### src/rtl/cbp_qpd_seq.sv
// Macroblock coded_block_pattern / mb_qp_delta sequencer.
// Emits up to two Exp-Golomb codewords per macroblock over a valid/ready handshake.
module cbp_qpd_seq #(
    parameter bit EN_QPD = 1'b1
) (
    input  logic        clk,
    input  logic        rst_n,
    input  logic        start_i,
    input  logic [1:0]  mb_type_i,
    input  logic [5:0]  cbp_i,
    input  logic [6:0]  qp_delta_i,
    input  logic        ready_i,
    output logic [10:0] code_o,
    output logic [3:0]  len_o,
    output logic        valid_o,
    output logic        busy_o,
    output logic        done_o,
    output logic        err_o
);

    localparam int unsigned CODE_W = 11;
    localparam int unsigned LEN_W  = 4;
    localparam int unsigned CN_W   = 6;
    localparam int unsigned CBP_W  = 6;
    localparam int unsigned QP_W   = 7;

    localparam logic [1:0] ST_IDLE = 2'd0;
    localparam logic [1:0] ST_CBP  = 2'd1;
    localparam logic [1:0] ST_QPD  = 2'd2;
    localparam logic [1:0] ST_DONE = 2'd3;

    localparam logic [1:0] MB_I4    = 2'd0;
    localparam logic [1:0] MB_I16   = 2'd1;
    localparam logic [1:0] MB_INTER = 2'd2;

    // cbp -> codeNum, element [cbp]; the literal lists cbp 47 first, cbp 0 last
    localparam logic [47:0][CN_W-1:0] INTRA_CN = {
        6'd0,  6'd15, 6'd14, 6'd28, 6'd13, 6'd27, 6'd47, 6'd45,
        6'd12, 6'd46, 6'd26, 6'd44, 6'd25, 6'd43, 6'd42, 6'd41,
        6'd1,  6'd7,  6'd6,  6'd24, 6'd5,  6'd23, 6'd40, 6'd36,
        6'd4,  6'd39, 6'd22, 6'd35, 6'd21, 6'd34, 6'd33, 6'd16,
        6'd2,  6'd11, 6'd10, 6'd20, 6'd9,  6'd19, 6'd38, 6'd32,
        6'd8,  6'd37, 6'd18, 6'd31, 6'd17, 6'd30, 6'd29, 6'd3
    };
    localparam logic [47:0][CN_W-1:0] INTER_CN = {
        6'd12, 6'd31, 6'd30, 6'd23, 6'd29, 6'd22, 6'd47, 6'd27,
        6'd28, 6'd46, 6'd21, 6'd26, 6'd20, 6'd25, 6'd24, 6'd6,
        6'd19, 6'd43, 6'd42, 6'd39, 6'd41, 6'd38, 6'd45, 6'd35,
        6'd40, 6'd44, 6'd37, 6'd34, 6'd36, 6'd33, 6'd32, 6'd1,
        6'd11, 6'd16, 6'd15, 6'd10, 6'd14, 6'd9,  6'd18, 6'd5,
        6'd13, 6'd17, 6'd8,  6'd4,  6'd7,  6'd3,  6'd2,  6'd0
    };

    function automatic logic need_cbp(input logic [1:0] t);
        return (t == MB_I4) || (t == MB_INTER);
    endfunction

    function automatic logic need_qpd(input logic [1:0] t, input logic [CBP_W-1:0] c);
        return EN_QPD && ((t == MB_I16) || (need_cbp(t) && (c != '0)));
    endfunction

    function automatic logic cbp_bad(input logic [CBP_W-1:0] c);
        return c > CBP_W'(47);
    endfunction

    function automatic logic [CN_W-1:0] cbp_cn(input logic [1:0] t, input logic [CBP_W-1:0] c);
        if (cbp_bad(c)) return '0;
        return (t == MB_I4) ? INTRA_CN[c] : INTER_CN[c];
    endfunction

    function automatic logic qpd_bad(input logic [QP_W-1:0] q);
        int k;
        k = int'($signed(q));
        return (k > 25) || (k < -26);
    endfunction

    // se(v) mapping after saturating to the legal delta range
    function automatic logic [CN_W-1:0] qpd_cn(input logic [QP_W-1:0] q);
        int k;
        k = int'($signed(q));
        if (k > 25)  k = 25;
        if (k < -26) k = -26;
        return (k > 0) ? CN_W'(2 * k - 1) : CN_W'(-2 * k);
    endfunction

    function automatic logic [LEN_W-1:0] ue_len(input logic [CN_W-1:0] cn);
        logic [CN_W:0] v;
        int m;
        v = {1'b0, cn} + (CN_W + 1)'(1);
        m = 0;
        for (int i = 0; i <= int'(CN_W); i++) begin
            if (v[i]) m = i;
        end
        return LEN_W'(2 * m + 1);
    endfunction

    logic [1:0]       state, state_nxt;
    logic [1:0]       mb_type_q;
    logic [CBP_W-1:0] cbp_q;
    logic [QP_W-1:0]  qp_q;
    logic             accept_c;
    logic             load_c;
    logic [CN_W-1:0]  cn_c;
    logic             err_set_c;

    assign accept_c = (state == ST_IDLE) && start_i;

    // State register
    always_ff @(posedge clk or negedge rst_n) begin
        if (!rst_n) state <= ST_IDLE;
        else        state <= state_nxt;
    end

    // Next state and codeNum to load on entry to CBP/QPD
    always_comb begin
        state_nxt = state;
        load_c    = 1'b0;
        cn_c      = '0;
        err_set_c = 1'b0;
        case (state)
            ST_IDLE: begin
                if (start_i) begin
                    if (need_cbp(mb_type_i)) begin
                        state_nxt = ST_CBP;
                        load_c    = 1'b1;
                        cn_c      = cbp_cn(mb_type_i, cbp_i);
                        err_set_c = cbp_bad(cbp_i);
                    end else if (need_qpd(mb_type_i, cbp_i)) begin
                        state_nxt = ST_QPD;
                        load_c    = 1'b1;
                        cn_c      = qpd_cn(qp_delta_i);
                        err_set_c = qpd_bad(qp_delta_i);
                    end else begin
                        state_nxt = ST_DONE;
                    end
                end
            end
            ST_CBP: begin
                if (ready_i) begin
                    if (need_qpd(mb_type_q, cbp_q)) begin
                        state_nxt = ST_QPD;
                        load_c    = 1'b1;
                        cn_c      = qpd_cn(qp_q);
                        err_set_c = qpd_bad(qp_q);
                    end else begin
                        state_nxt = ST_DONE;
                    end
                end
            end
            ST_QPD: begin
                if (ready_i) state_nxt = ST_DONE;
            end
            ST_DONE: state_nxt = ST_IDLE;
            default: state_nxt = ST_IDLE;
        endcase
    end

    // Macroblock parameters captured only on an accepted start
    always_ff @(posedge clk or negedge rst_n) begin
        if (!rst_n) begin
            mb_type_q <= '0;
            cbp_q     <= '0;
            qp_q      <= '0;
        end else if (accept_c) begin
            mb_type_q <= mb_type_i;
            cbp_q     <= cbp_i;
            qp_q      <= qp_delta_i;
        end
    end

    // Registered outputs, decoded from the next state
    always_ff @(posedge clk or negedge rst_n) begin
        if (!rst_n) begin
            code_o  <= '0;
            len_o   <= '0;
            valid_o <= 1'b0;
            busy_o  <= 1'b0;
            done_o  <= 1'b0;
            err_o   <= 1'b0;
        end else begin
            valid_o <= (state_nxt == ST_CBP) || (state_nxt == ST_QPD);
            busy_o  <= (state_nxt != ST_IDLE);
            done_o  <= (state_nxt == ST_DONE);
            err_o   <= (accept_c ? 1'b0 : err_o) | err_set_c;
            if (load_c) begin
                code_o <= CODE_W'({1'b0, cn_c} + (CN_W + 1)'(1));
                len_o  <= ue_len(cn_c);
            end else if ((state_nxt == ST_DONE) || (state_nxt == ST_IDLE)) begin
                code_o <= '0;
                len_o  <= '0;
            end
        end
    end

endmodule

### config.mk
export PLATFORM = sky130hd
export DESIGN_NAME = cbp_qpd_seq
export DESIGN_NICKNAME = d
export VERILOG_FILES = /design/src/rtl/cbp_qpd_seq.sv
export SDC_FILE = /design/constraint.sdc
export NUM_CORES = 1
export LEC_CHECK = 0
export BUFFER_PORTS_ARGS = -buffer_cell sky130_fd_sc_hd__buf_2
export CORE_MARGIN = 3
export CORE_UTILIZATION = 40
export DETAILED_ROUTE_END_ITERATION = 10
export SETUP_SLACK_MARGIN = 0.4
export SLEW_MARGIN = 20
export SYNTH_ARGS = -nofsm -noshare
export SYNTH_HDL_FRONTEND = slang
export SYNTH_SLANG_ARGS = --single-unit
### constraint.sdc
create_clock -name clk -period 4.85 [get_ports clk]
set_input_delay 0.7275 -clock clk [delete_from_list [all_inputs] [get_ports clk]]
set_output_delay 0.7275 -clock clk [all_outputs]
set_load 0.005 [all_outputs]
==> results.md, run 1 <==
* Status: finished, final reports clean
* Number of global-route vias before repair at 2724
* Pre-antenna DRT Iters at 4
* Internal power of the cells at 0.8451 mW
* IO Pins at 38
* Die Footprint at 9261 um2
* Number of hold buffers added after CTS at 0
* Most used DFF post-synth: dfrtp_1
* Top layer in use: met4
* DRC violation count after routing at 0
* Reg2reg setup slack at 0.95 ns
* Clock root cell: clkbuf_8
* Sequential element share of the synthesized area at 24.59%
* Max capacitance violation total at 0
* Wire length per cell at roughly 17 um
* Routed met2 length at 3878 um
* Async set-or-reset flop fraction in the synthesized netlist at 100.0%
* Max_slew headroom at about half
* Inserted Diodes at 0
* Maximum level of the CTS H-tree at 2
* Layout cells sized above 1 at 18.97%
* Non-filler instance count after layout at a little over 500
* Number of enable-type register cells in the synthesized netlist at 0
* Met3 Routed Length at 488 um
* Initial DRC Count at 222
* Avg Inst Size Synth at 8.245 um2
* Measured slew at the worst slew-check pin at 0.7663 ns
* Clock skew at 0.004199 ns
* Final cycle utilization of the critical path at between 80 and 90%
* Max-slew violation count at 0
* Power density cells at 433.0 nW/um2
* Flip-flop and latch count after synthesis at 32
* Most used standard cell by instance count after synthesis: nand2_1
* Sequential cell fraction of total power at 33.2%
* Startpoint types: primary input
* CTS buffer count at 5
* Met1 layer wirelength in the final routing at 3889 um
* Final routed wirelength across all metal layers at 8443 um
* Final GP Congestion at 0.9484
* Initial antenna violation count at 0
* Type of the tightest min-delay check: reg -> reg
* Worst hold path cell count at 2
* Tot Pwr at 1.496 mW
* Dominant cell type by area after synthesis: dfrtp_1
* Path depth of the worst reg2reg path at 15
* Combinational Power Share at 52.6%
* Clk sink count at 32
* P_leak at 1.457 nW
* Cell count after synthesis at 395
* Data required time at the worst endpoint at 5.02 ns
* Top area cells in the synthesized netlist: dfrtp_1 25%, ha_1 5.0%, o21ai_0 4.8%, nand2_1 4.5%, a21oi_1 4.0%
* Die height at 96.24 um
* Initial core utilization at a little over two fifths
* CTS clk-pin slew, worst paths at 0.07 ns
* Resized cells post-CTS at 0
* Count of antenna-violating nets left after detailed routing at 0
* Portion of synthesized cell area occupied by the leading cell type at 24.59%
* Detailed-placement wirelength estimate at 6153 um
* Pin count of the biggest net entering global routing at 47
* Floorplan row count at 32
* Min Clock Period, post-route at 3.994 ns
* Placed instance count at 500
* # Post-CTS Setup Buffers at 0
* Switching share of power at between 40% and 50%
* Buffer depth of the longest clock path at 2
* Clock tree from TritonCTS: yes
* First-pass GRT wire length at about 14000 um
* Highest clock frequency the design can meet at 250.4 MHz
* Most numerous cell types in the synthesized netlist: 39 x nand2_1, 32 x dfrtp_1, 31 x o21ai_0
* Summed negative setup slack over all endpoints at 0 ns
* Endpoint kind of the worst setup timing path: register
* Global route overflow at 0
* Chip Width at 96.24 um
* Net switching component of the power at 0.6512 mW
* Core area at between 7000 and 8000 um2
* Number of distinct library cells after synthesis at 79
* GRT Resource Usage Total at 18.84%
* Vias at 3025
* Clk network pwr share at between 10% and 20%
* Port Buf Inserts at 33
* Clock latency at the later pin of the worst-skew pair at between 0.2 and 0.3 ns
* Maximum fanout along the worst path at 9
* Count of final hold-check violations at 0
* CP Data Arrival Time at 4.16 ns
* Synth Cell Area at approximately 3300 um2
* Count of nets after finishing at approximately 440
* Number of vias per cell after detailed routing at 5.955
* Critical setup path kind: in -> reg
* Yosys Warn Count at 0
* Setup violations, final at 0
* Maximum resistive drop on vdd at 0.2366 mV
* Layout overhead on the synthesized area at 6.108%
* RSZ-0062 raised after global routing: no
logic make-up after synthesis:
logic type	count (synthesis)	synth area share (%)
AOI/OAI and AO/OA	132	29.54
xor gates and xnor gates	9	2.882
adders and majority gates	13	4.994
buffers and inverters	52	8.375
DFF	32	24.59
muxes	19	7.376
other	1	0.1151
and+or+nand+nor	137	22.13
flip-flops by register name (all words and copies together) (netlist names):
name	flops
err_o	1
state	2
qp_q	7
done_o	1
code_o	7
cbp_q	6
len_o	4
valid_o	1
busy_o	1
mb_type_q	2
power groups by stage:
stage          clock network [mW]  registers, mW  logic, mW
3_5_place_dp                    0          0.500      0.787
4_1_cts                     0.220          0.496      0.790
2_1_floorplan                   0          0.450      0.658
5_1_grt                     0.232          0.517      0.888
3_3_place_gp                    0          0.500      0.782
6_report                    0.213          0.497      0.786
critical path, cell delays in order:
cell	delay, ns
buf_2	0.15
or2_2	0.29
a31oi_1	0.21
o21ai_0	0.17
inv_1	0.09
ha_1	0.25
nand2b_1	0.15
o41ai_2	0.46
nand2b_1	0.19
nand2b_1	0.06
a31oi_1	0.31
inv_1	0.12
ha_1	0.23
xnor2_1	0.21
nor2_1	0.08
or2_1	0.24
a31o_1	0.21
cells in the final DEF (no fill, tap or decap), drive strengths merged, types with 4 or more instances in the layout:
cell     count
a2111oi      7
clkbuf       6
conb         4
nor3        10
mux2        10
and2         5
a21oi       26
xnor2        7
nand2       39
nand3b       4
nor4         4
o21ai       35
clkinv       4
ha          13
nor3b        5
buf         34
a211o        4
o211ai       8
inv         16
o21a         4
nor2        26
or2          7
dfrtp       32
mux2i        6
nand2b      10
nand3       11
nor2b        8
a31oi        7
a211oi       5
stage by stage:
| step | worst slack (ns) | hold slack [ns] | utilization (%) | area (um2) |
|---|---|---|---|---|
| 2_1_floorplan | 1.051 | 0.4319 | - | 3268 |
| 3_3_place_gp | 0.6494 | 0.4621 | 43.08 | 3363 |
| 3_5_place_dp | 0.5801 | 0.4744 | 43.08 | 3363 |
| 4_1_cts | 0.8681 | 0.4920 | 44.26 | 3456 |
| 5_1_grt | 0.5383 | 0.5072 | 44.26 | 3456 |
| 6_report | 0.8564 | 0.4882 | 44.26 | 3456 |
path summary, 6_finish.rpt:
check	from	endpoint
max reg2reg	qp_q[2]	len_o[2]
min	len_o[0]	len_o[0]
min in group asynchronous	rst_n	valid_o
min reg2reg	len_o[0]	len_o[0]
max	qp_delta_i[2]	len_o[2]
max in group asynchronous	rst_n	len_o[2]
layout make-up:
| cell class | count | area, um2 |
|---|---|---|
| Fill cell | 799 | 4352 |
| Multi-Input combinational cell | 314 | 2195 |
| Sequential cell | 32 | 800.8 |
| Timing Repair Buffer | 34 | 172.7 |
| Tap cell | 102 | 127.6 |
| Clock buffer | 6 | 82.58 |
| Inverter | 18 | 67.56 |
| Clock inverter | 2 | 10.01 |
layer usage:
layer	track usage, %	up-vias
met5	0	-
met4	5.213	0
met3	2.893	21
met2	29.27	115
met1	26.97	1415
li1	-	1474
No activity file was read; power rests on OpenSTA's default activity.
==> inputs of run 2 (changes only) <==
- clock period: 4.85 -> 3.7 ns (I/O delays scaled with it)
==> results.md, run 2 (same netlist as run 1, synthesis figures left out) <==
* IO Pins at 38 (unchanged)
* Endpoint kind of the worst setup timing path: register
* CP Data Arrival Time at 3.48 ns (-0.68 ns)
* Initial DRC Count at 137 (-38%)
* Final cycle utilization of the critical path at between 80% and 90%
* Initial antenna violation count at 0 (unchanged)
* Sequential cell fraction of total power at 27.2% (-6.0 points)
* Wire length per cell at 16.51 um (-0.64%)
* Floorplan row count at 32 (unchanged)
* Number of global-route vias before repair at 2934 (+7.7%)
* Core area at 7807 um2 (unchanged)
* Internal power of the cells at 1.360 mW (+61%)
* RSZ-0062 raised after global routing: yes
* CP max stage cell: dfrtp_1
* Status: finished, final reports clean
* Max capacitance violation total at 0 (unchanged)
* Inserted Diodes at 0 (unchanged)
* Detailed-placement wirelength estimate at 6605 um (+7.3%)
* Final GP Congestion at 0.9052 (-4.6%)
* Most common library cell in the layout ignoring fill and taps: nand2_1
* Die Footprint at 9261 um2 (unchanged)
* Type of the tightest min-delay check: in -> async
* Highest clock frequency the design can meet at 303.1 MHz
* Largest registers ranked by flip-flop count: code_o: 7 flops, qp_q: 7 flops, cbp_q: 6 flops
* Layout filler cell count at 780 (-2.4%)
* Clk sink count at 32 (unchanged)
* Clock latency at the later pin of the worst-skew pair at 0.28 ns (about the same)
* Max-slew violation count at 0 (unchanged)
* Number of vias per cell after detailed routing at 5.802 (-2.6%)
* Clk network pwr share at 16.1% (+1.9 points)
* Layout overhead on the synthesized area at 19.13%
* Place WS at 0.1264 ns (-0.4537 ns)
* CTS clk-pin slew, worst paths at 0.07 ns (about the same)
* Data required time at the worst endpoint at 3.88 ns (-1.14 ns)
* Combinational Power Share at 56.7% (+4.1 points)
* Measured slew at the worst slew-check pin at 0.7055 ns (-0.06082 ns)
* Startpoint types: register
* Maximum resistive drop on vdd at 0.3093 mV (+31%)
* DRC violation count after routing at 0 (unchanged)
* Hold slack final at 0.3146 ns (-0.1736 ns)
* Max incr delay on CP at 0.42 ns (-0.04 ns)
* Critical setup path kind: reg -> reg
* Clock skew at 0.002003 ns (-0.002196 ns)
* Cell Chain, Critical Path: o211a_1 -> o21a_1 -> o21ai_2 -> ha_2 -> nand2b_4 -> o41a_1 -> nor3b_4 -> mux2_4 -> nor3_4 -> inv_2 -> ha_4 -> xnor2_2 -> nor2_1 -> or2_1 -> a31o_1
* GRT Resource Usage Total at 19.98% (+1.1 points)
* Count of antenna-violating nets left after detailed routing at 0 (unchanged)
* CTS buffer count at 5 (unchanged)
* Net switching component of the power at 0.9416 mW (+45%)
* Summed negative setup slack over all endpoints at 0 ns (unchanged)
* Vias at 3139 (+3.8%)
* Buffer depth of the longest clock path at 2 (unchanged)
* Min Clock Period, post-route at 3.300 ns
* Count of final hold-check violations at 0 (unchanged)
* Layout cells sized above 1 at 29.16% (+10 points)
* Switching share of power at 40.91% (-2.6 points)
* First-pass GRT wire length at 14700 um (+5.4%)
* Port Buf Inserts at 33 (unchanged)
* Initial core utilization at 41.71% (unchanged)
* Count of nets after finishing at 470 (+7.6%)
* Setup violations, final at 0 (unchanged)
* Most used cells in the layout excluding fill and tap cells: 39 x nand2_1, 34 x buf_4, 33 x buf_2, 31 x dfrtp_1, 28 x o21ai_0
* Utilization of the core after routing at 49.70% (+5.4 points)
* Die height at 96.24 um (unchanged)
* Power density cells at 593.2 nW/um2 (+37%)
* Number of hold buffers added after CTS at 0 (unchanged)
* Pre-antenna DRT Iters at 5 (+1)
* Global route overflow at 0 (unchanged)
* Maximum fanout along the worst path at 4 (-5)
* P_leak at 1.661 nW (+14%)
* Clock root cell: clkbuf_8
* Clock tree from TritonCTS: yes
* Placed instance count at 525 (+5.0%)
* Final routed wirelength across all metal layers at 8934 um (+5.8%)
* Pin count of the biggest net entering global routing at 33 (-30%)
* Chip Width at 96.24 um (unchanged)
* Post-route setup slack at 0.4004 ns (-0.4560 ns)
* Maximum level of the CTS H-tree at 2 (unchanged)
* Max_slew headroom at 52.97% (+4.1 points)
* Non-filler instance count after layout at 541 (+6.5%)
[run 2: cell types whose count changed in the layout (fill, tap and decap cells not counted), moves of 3 or more]
cell and change:
ha_1 -3, inv_1 -3, buf_4 +33, o21ai_0 -3, nand2b_4 +3, inv_2 +3, nand2b_1 -3
[run 2: through the flow]
| stage | total power [mW] | instance area, um2 |
|---|---|---|
| 3_3_place_gp | 1.798 | 3655 |
| 2_1_floorplan | 1.494 | 3397 |
| 6_report | 2.301 | 3880 |
| 3_5_place_dp | 1.802 | 3655 |
| 5_1_grt | 2.489 | 3880 |
| 4_1_cts | 2.237 | 3827 |
[run 2: critical path: cells and delay by family, from the launching register on]
kind	cells	cell delay, ns
AOI/OAI and AO/OA	5	1.22
and+or+nand+nor	5	0.67
DFF	1	0.42
adders and majority gates	2	0.40
muxes	1	0.28
xor gates and xnor gates	1	0.13
buffers and inverters	1	0.06
[run 2: worst paths after layout]
kind	cells after the start	endpoint	startpoint	slack (ns)
min in group clk	2	len_o[0]	len_o[0]	0.48
max in group asynchronous	1	qp_q[2]	rst_n	2.90
min reg2reg	2	len_o[0]	len_o[0]	0.48
min	1	qp_q[4]	rst_n	0.31
max	15	len_o[2]	qp_q[1]	0.40
max reg2reg	15	len_o[2]	qp_q[1]	0.40
[run 2: area by class of cell]
class                      instances  area (um2)  share of cell area [%]
tap                              102       127.6                   3.289
clock buffer                       7       96.34                   2.483
inverter                          18       67.56                   1.741
timing repair buffer              67       420.4                   10.84
multi-input combinational        314        2336                   60.21
sequential                        32       802.0                   20.67
clock inverter                     1       30.03                  0.7739
[run 2: power groups by stage]
stage               logic (mW)  clock network [mW]  registers [mW]
floorplan                0.904                   0           0.590
global placement          1.17                   0           0.631
detailed placement        1.17                   0           0.634
CTS                       1.24               0.379           0.622
global route              1.45               0.393           0.650
finish                    1.31               0.370           0.626
[run 2: timing repair]
item	in CTS	in global routing
resized for setup	3	6
pin swaps	2	2
gates cloned	0	0
setup buffers	5	3
setup endpoints to repair	5	5
[run 2: layer usage]
layer / global-route usage, % / vias up / wire, um
met5: 0 / - / 0
li1: - / 1522 / -
met3: 2.971 / 12 / 458
met2: 32.14 / 102 / 4311
met4: 5.332 / 0 / 162
met1: 27.82 / 1503 / 4002
